==> src/rtl/sd_cmd_serial.sv <==
// sd_cmd_serial: bit-level SD CMD line engine.
// Serializes a 40-bit command frame with CRC7 and end bit onto the CMD pin,
// then optionally captures a 48-bit or 136-bit card response, checks its CRC7,
// end bit and index field, and hands the payload back with a one-cycle
// finish pulse after the NCC idle gap.
module sd_cmd_serial #(
  parameter int RESP_W = 120,
  parameter int NCC    = 8
) (
  input  logic              sd_clk,
  input  logic              rst_n,
  input  logic              start_i,
  input  logic              go_idle_i,
  input  logic [39:0]       cmd_i,
  input  logic [1:0]        setting_i,
  input  logic              cmd_dat_i,
  output logic              cmd_out_o,
  output logic              cmd_oe_o,
  output logic [RESP_W-1:0] response_o,
  output logic              crc_ok_o,
  output logic              index_ok_o,
  output logic              finish_o
);

  typedef enum logic [2:0] {
    S_IDLE,
    S_TX,
    S_RX_TURN,
    S_RX_WAIT,
    S_RX,
    S_NCC_WAIT
  } state_t;

  // Bit-counter milestones. TX count 48 is the release cycle after the end
  // bit; RX counts are measured from the start bit (count 0).
  localparam logic [7:0] TX_CMD_END  = 8'd40;
  localparam logic [7:0] TX_CRC_END  = 8'd47;
  localparam logic [7:0] TX_RELEASE  = 8'd48;
  localparam logic [7:0] RX_LAST_S   = 8'd47;
  localparam logic [7:0] RX_LAST_L   = 8'd135;
  localparam logic [7:0] NCC_LAST    = 8'(NCC - 1);

  // CRC7, polynomial x^7 + x^3 + 1, one bit per call, MSB first.
  function automatic logic [6:0] crc7_next(input logic [6:0] crc, input logic b);
    logic fb;
    fb = crc[6] ^ b;
    return {crc[5:0], 1'b0} ^ {3'b000, fb, 2'b00, fb};
  endfunction

  state_t              r_state;
  state_t              w_state_next;
  logic [38:0]         r_tx_sh;     // remaining command bits, MSB next
  logic [5:0]          r_index;     // command index for the response check
  logic [1:0]          r_setting;   // {long_response, expect_response}
  logic [7:0]          r_cnt;
  logic [6:0]          r_crc;       // shared by TX generation and RX check
  logic [132:0]        r_shift;     // received bit b lands in r_shift[b-1]
  logic                r_cmd_out;
  logic                r_cmd_oe;
  logic [RESP_W-1:0]   r_response;
  logic                r_crc_ok;
  logic                r_index_ok;
  logic                r_finish;

  logic                w_long;
  logic                w_expect;
  logic                w_tx_end;
  logic                w_rx_end;
  logic                w_ncc_end;
  logic                w_rx_crc_en;

  assign w_long   = r_setting[1];
  assign w_expect = r_setting[0];

  assign w_tx_end  = (r_state == S_TX) && (r_cnt == TX_RELEASE);
  assign w_rx_end  = (r_state == S_RX) && (r_cnt == (w_long ? RX_LAST_L : RX_LAST_S));
  assign w_ncc_end = (r_state == S_NCC_WAIT) && (r_cnt == NCC_LAST);

  // The start bit is zero and the CRC starts at zero, so the start bit never
  // changes the CRC; only bits after it are folded in. A long response covers
  // bits 127..8 (counts 8..127); a short one covers 46..8 (counts 1..39).
  assign w_rx_crc_en = w_long ? ((r_cnt >= 8'd8) && (r_cnt <= 8'd127))
                              : ((r_cnt >= 8'd1) && (r_cnt <= 8'd39));

  // State register.
  always_ff @(posedge sd_clk or negedge rst_n) begin
    // NOTE: sequential state uses non-blocking (<=) so every flop samples
    // pre-edge values regardless of the order the blocks are evaluated in.
    if (!rst_n) r_state <= S_IDLE;
    else        r_state <= w_state_next;
  end

  // Next-state decode; abort wins over everything.
  always_comb begin
    // NOTE: default first so every path assigns w_state_next and no latch
    // is inferred.
    w_state_next = r_state;
    if (go_idle_i) begin
      w_state_next = S_IDLE;
    end else begin
      case (r_state)
        S_IDLE:     if (start_i)    w_state_next = S_TX;
        S_TX:       if (w_tx_end)   w_state_next = w_expect ? S_RX_TURN : S_NCC_WAIT;
        // The sample at E48 is taken during the last TX cycle, so one more
        // cycle here discards E49 and the start-bit search begins at E50.
        S_RX_TURN:                  w_state_next = S_RX_WAIT;
        S_RX_WAIT:  if (!cmd_dat_i) w_state_next = S_RX;
        S_RX:       if (w_rx_end)   w_state_next = S_NCC_WAIT;
        S_NCC_WAIT: if (w_ncc_end)  w_state_next = S_IDLE;
        default:                    w_state_next = S_IDLE;
      endcase
    end
  end

  // Datapath: CMD pin drive, bit counter, CRC, receive shifter and status.
  always_ff @(posedge sd_clk or negedge rst_n) begin
    if (!rst_n) begin
      r_tx_sh    <= '0;
      r_index    <= '0;
      r_setting  <= '0;
      r_cnt      <= '0;
      r_crc      <= '0;
      // NOTE: the receive shifter is cleared at every start bit, so its reset
      // is not functionally needed; it is kept for a deterministic post-reset
      // state in simulation and equivalence checks.
      r_shift    <= '0;
      r_cmd_out  <= 1'b1;
      r_cmd_oe   <= 1'b0;
      r_response <= '0;
      r_crc_ok   <= 1'b0;
      r_index_ok <= 1'b0;
      r_finish   <= 1'b0;
    end else begin
      r_finish <= 1'b0;
      if (go_idle_i) begin
        // Release the pin and clear the counter; status is left untouched.
        r_cmd_oe  <= 1'b0;
        r_cmd_out <= 1'b1;
        r_cnt     <= '0;
      end else begin
        case (r_state)
          S_IDLE: begin
            if (start_i) begin
              r_tx_sh    <= cmd_i[38:0];
              r_index    <= cmd_i[37:32];
              r_setting  <= setting_i;
              r_cmd_out  <= cmd_i[39];
              r_cmd_oe   <= 1'b1;
              r_crc      <= crc7_next(7'd0, cmd_i[39]);
              r_cnt      <= 8'd1;
              r_response <= '0;
              r_crc_ok   <= 1'b0;
              r_index_ok <= 1'b0;
            end
          end

          S_TX: begin
            r_cnt <= r_cnt + 8'd1;
            if (r_cnt < TX_CMD_END) begin
              r_cmd_out <= r_tx_sh[38];
              r_crc     <= crc7_next(r_crc, r_tx_sh[38]);
              r_tx_sh   <= {r_tx_sh[37:0], 1'b0};
            end else if (r_cnt < TX_CRC_END) begin
              r_cmd_out <= r_crc[6];
              r_crc     <= {r_crc[5:0], 1'b0};
            end else if (r_cnt == TX_CRC_END) begin
              r_cmd_out <= 1'b1;            // end bit
            end else begin
              r_cmd_oe  <= 1'b0;
              r_cmd_out <= 1'b1;
              // The NCC gap is measured from the end bit (E47), which was one
              // edge ago when there is no response to wait for.
              r_cnt     <= w_expect ? 8'd0 : 8'd1;
            end
          end

          S_RX_TURN: begin
            r_cnt <= '0;
          end

          S_RX_WAIT: begin
            if (!cmd_dat_i) begin
              r_cnt   <= 8'd1;
              r_crc   <= '0;
              r_shift <= '0;
            end
          end

          S_RX: begin
            if (w_rx_end) begin
              r_cnt    <= '0;
              r_crc_ok <= (r_shift[6:0] == r_crc) && cmd_dat_i;
              if (w_long) begin
                r_response <= r_shift[126 -: RESP_W];
                r_index_ok <= (r_shift[132:127] == 6'h3F);
              end else begin
                r_response <= {r_shift[38:7], {(RESP_W-32){1'b0}}};
                r_index_ok <= (r_shift[44:39] == r_index);
              end
            end else begin
              r_cnt   <= r_cnt + 8'd1;
              r_shift <= {r_shift[131:0], cmd_dat_i};
              if (w_rx_crc_en) r_crc <= crc7_next(r_crc, cmd_dat_i);
            end
          end

          S_NCC_WAIT: begin
            if (w_ncc_end) begin
              r_finish <= 1'b1;
              r_cnt    <= '0;
              if (!w_expect) begin
                // Nothing to check on a no-response command: report success.
                r_crc_ok   <= 1'b1;
                r_index_ok <= 1'b1;
              end
            end else begin
              r_cnt <= r_cnt + 8'd1;
            end
          end

          default: begin
            r_cmd_oe  <= 1'b0;
            r_cmd_out <= 1'b1;
            r_cnt     <= '0;
          end
        endcase
      end
    end
  end

  assign cmd_out_o  = r_cmd_out;
  assign cmd_oe_o   = r_cmd_oe;
  assign response_o = r_response;
  assign crc_ok_o   = r_crc_ok;
  assign index_ok_o = r_index_ok;
  assign finish_o   = r_finish;

endmodule

==> config.mk <==
export PLATFORM = sky130hd
export DESIGN_NAME = sd_cmd_serial
export DESIGN_NICKNAME = d
export VERILOG_FILES = /design/src/rtl/sd_cmd_serial.sv
export SDC_FILE = /design/constraint.sdc
export NUM_CORES = 1
export LEC_CHECK = 0
export CAP_MARGIN = 30
export CORE_ASPECT_RATIO = 0.6
export CORE_MARGIN = 4
export CORE_UTILIZATION = 40
export DETAILED_ROUTE_END_ITERATION = 6
export GPL_ROUTABILITY_DRIVEN = 0
export GPL_TIMING_DRIVEN = 0
export PLACE_DENSITY = 0.68
export SYNTH_ARGS = -nofsm -noshare
export SYNTH_HDL_FRONTEND = slang
export SYNTH_SLANG_ARGS = --single-unit
==> constraint.sdc <==
create_clock -name sd_clk -period 4.8 [get_ports sd_clk]
set_input_delay 0.72 -clock sd_clk [delete_from_list [all_inputs] [get_ports sd_clk]]
set_output_delay 0.72 -clock sd_clk [all_outputs]
set_load 0.05 [all_outputs]
==> results.md <==
| Parameter | This run | Unit |
| --- | --- | --- |
| Worst Hold Class | in -> async | - |
| Pleak | 8.24 | nW |
| Number of standard cells after synthesis | 1,229 | - |
| Maximum number of pins on one net before global-route repair | 116 | - |
| Remaining number of nets flagged by the antenna check after routing | 0 | - |
| Critical path data required time | 5310 | ps |
| Number of synthesized register bits | 323 | - |
| CP cell instances | nor4b_1, and4_1, nor3_2, o21bai_1, clkbuf_1, clkbuf_1, a22o_1 | - |
| Share of synthesized flip-flops with an asynchronous set or reset | 100 | % |
| Clock-pin slew on the worst setup and hold paths | 70 | ps |
| Min Hold Slack | 80.4 | ps |
| Post-route standard cell area excluding fillers | 17,500 | sq um |
| Critical Path Fanout Max | 10 | - |
| Wire per inst | 18.2 | um |
| Y dimension of the die | 153 | um |
| Setup TNS after final layout | 0 | ps |
| Ratio of routed vias to standard cells | 5.18 | - |
| Buffers from clock root to sink, at most | 3 | - |
| Post-route minimum period | 3810 | ps |
| Clock skew after layout | 6.64 | ps |
| Final Net Count | 1,491 | - |
| Initial DRC Count | 732 | - |
| CP Launch Type | flop | - |
| Initial Util | 41.2 | % |
| Filler cell count in the final layout | 3,044 | - |
| H-Tree Depth | 1 | - |
| Number of buffers inserted by hold repair at cts | 0 | - |
| Top Ports | 172 | - |
| Critical Path Max Stage Delay | 870 | ps |
| Synthesized cell area | 14,100 | sq um |
| Power density relative to cell area | 421 | nW/um^2 |
| Synth cell types | 52 | - |
| Die Wd | 250 | um |
| Total power of the final layout | 7.39 | mW |
| Detailed Routing Iterations Pass 1 | 5 | - |
| Number of flops mapped to enable cells by yosys | 0 | - |
| Count of clock tree sinks | 323 | - |
| All-Layer GR Usage | 18.0 | % |
| Area Growth Syn to Fin | 24.3 | % |
| Antenna violations before repair | 1 | - |
| Sequential cell area | 8080 | sq um |
| Signal arrival time at the worst endpoint | 4310 | ps |
| Most used cell along the critical path | clkbuf_1 | - |
| Library cell contributing the largest single delay on the critical path | o21bai_1 | - |
| Nature of the critical path endpoint | flop | - |
| Dpl cell area | 16,500 | sq um |
| Type of the setup path with the least slack | reg -> reg | - |
| Actual slew at the worst max-slew pin | 1040 | ps |
| Status | finished clean | - |
| Post-Route WL | 34,900 | um |
| Area inside the core boundary | 34,200 | sq um |
| TritonCTS clock tree | yes | - |
| Post-CTS repair timing setup buffer count | 0 | - |
| Maximum capacitance violations | 0 | - |
| Proportion of layout cells with a drive suffix above 1 | 8.63 | % |
| Worst setup path startpoint | r_cnt[5] | - |
| CTS root buf | clkbuf_16 | - |
| Total clock buffers created by CTS | 31 | - |
| Final hold violation count | 0 | - |
| Register-to-Register Setup Slack | 990 | ps |
| Seq/Total Area, Yosys | 57.3 | % |
| Unrepaired setup endpoints after global routing | no | - |
| Final setup violation count | 0 | - |
| Area enclosed by the die boundary | 38,400 | sq um |
| First-pass GRT wire length | 56,800 | um |
| Port Buffer Count | 171 | - |
| Synth Flop Type | dfrtp_1 | - |
| List of most frequent post-synthesis cells | 322 x dfrtp_1, 167 x mux2i_1, 160 x nand2_1, 133 x a22o_1, 102 x inv_1 | - |
| Rel. slew slack | 30.3 | % |
| Drc violations | 0 | - |
| Max IR drop VDD | 0.000247 | V |
| Top-count cell post-synth | dfrtp_1 | - |
| Number of slew-limit violations in the final report | 0 | - |
| Top cells by area, synth | dfrtp_1 57%, mux2i_1 12%, a22o_1 8.3%, nand2_1 4.3%, inv_1 2.7% | - |
| Beginning of the worst register-to-register path | r_cnt[5] | - |
| Net count after synthesis | 1,282 | - |
| Latest clock arrival within the worst-skew pair | 570 | ps |
| Placed wire-length estimate after detailed placement | 24,900 | um |
| Yosys top cell by area | dfrtp_1 | - |
| Std-Cell Rows | 52 | - |
| Number of global-route vias before repair | 10,000 | - |
| F_max | 263 | MHz |
| Avg Inst Size Synth | 11.5 | sq um |
| Via count | 9,953 | - |
| Final period util | 79.4 | % |
| Overall overflow remaining after global route | 0 | - |
| Multi-input gate area in the final layout | 5280 | sq um |
| Top cell type's share of synthesized area | 57.1 | % |
| Post-cts resize count | 0 | - |
| Yosys synthesis warning count | 0 | - |
-- sequential cells by signal, indices dropped and copies added, names as in the netlist --
signal      flops
cmd_out_o       1
crc_ok_o        1
cmd_oe_o        1
response_o    120
r_cnt           8
index_ok_o      1
r_shift       133
r_tx_sh        39
r_setting       2
finish_o        1
r_crc           7
r_index         6
r_state         3
-- placed cells by master (no fill, tap or decap), types with 3 or more instances in the layout --
master / count
dfrtp_1: 322
clkdlybuf4s50_1: 170
mux2i_1: 167
nand2_1: 160
a22o_1: 133
inv_1: 102
clkbuf_1: 68
o21ai_0: 45
nor2_1: 44
clkbuf_16: 31
mux2_2: 30
buf_2: 19
mux2_4: 12
nor3_1: 11
xor2_1: 11
nand3_1: 9
a21oi_1: 9
nor2b_1: 6
xnor2_1: 6
nand4_1: 6
ha_1: 6
clkinv_2: 6
o22ai_1: 5
and2_1: 5
clkbuf_8: 5
nand3b_1: 4
o211ai_1: 4
o221ai_1: 4
bufinv_16: 4
a31oi_1: 3
nor3b_1: 3
o31ai_1: 3
a21o_1: 3
buf_16: 3
-- critical path, delay by kind of cell (launching register included) --
kind	cells	cell delay, ps
AOI/OAI and AO/OA	2	1080
buffers and inverters	2	1070
DFF	1	390
and+or+nand+nor	3	1210
-- layer usage --
metal	GRT usage, %	share of wire, %	vias to the layer above
met1	28.2	51	5006
met3	3.63	5.2	44
met4	3.64	2.0	0
met2	26.0	42	230
li1	-	-	4673
met5	0	0	-
-- per-stage QoR --
step / utilization (%) / worst slack (ps) / instances
floorplan: - / 2120 / 1229
global placement: 47.9 / -11200 / 1859
detailed placement: 48.2 / 1070 / 1863
CTS: 51.2 / 1060 / 1918
global route: 51.3 / 867 / 1920
finish: 51.3 / 991 / 1920
-- logic make-up after synthesis --
| family | Yosys count | share of synthesized area [%] |
|---|---|---|
| XOR/XNOR | 17 | 1.06 |
| multiplexers | 209 | 15.5 |
| adder cells (fa/ha/maj) | 6 | 0.532 |
| buffers and inverters | 187 | 5.28 |
| flip-flops | 323 | 57.3 |
| AND/OR/NAND/NOR | 269 | 8.45 |
| AO/OA/AOI/OAI | 218 | 11.9 |
-- layout make-up --
class / count / share of cell area, %
Sequential cell: 323 / 46.1
Multi-Input combinational cell: 719 / 30.1
Timing Repair Buffer: 176 / 10.3
Clock buffer: 43 / 4.96
Tap cell: 459 / 3.27
Inverter: 102 / 2.18
Buffer: 85 / 2.06
Clock inverter: 12 / 0.949
Antenna cell: 1 / 0.0143
-- power breakdown --
part | internal (mW) | leakage [nW] | switching (mW)
Sequential | 2.97 | 4.42 | 0.171
Clock | 1.47 | 0.511 | 1.04
Combinational | 0.677 | 3.31 | 1.05
Total | 5.12 | 8.24 | 2.27
-- path summary, 6_finish.rpt --
check                                  to  cells after the start
hold / removal                   r_cnt[6]                      1
max in group asynchronous  response_o[63]                      4
hold reg to reg               r_tx_sh[31]                      2
setup reg to reg              r_shift[97]                      7
setup / recovery              r_shift[97]                      7
min in group sd_clk           r_tx_sh[31]                      2
Power figures use the tool's default switching activity.
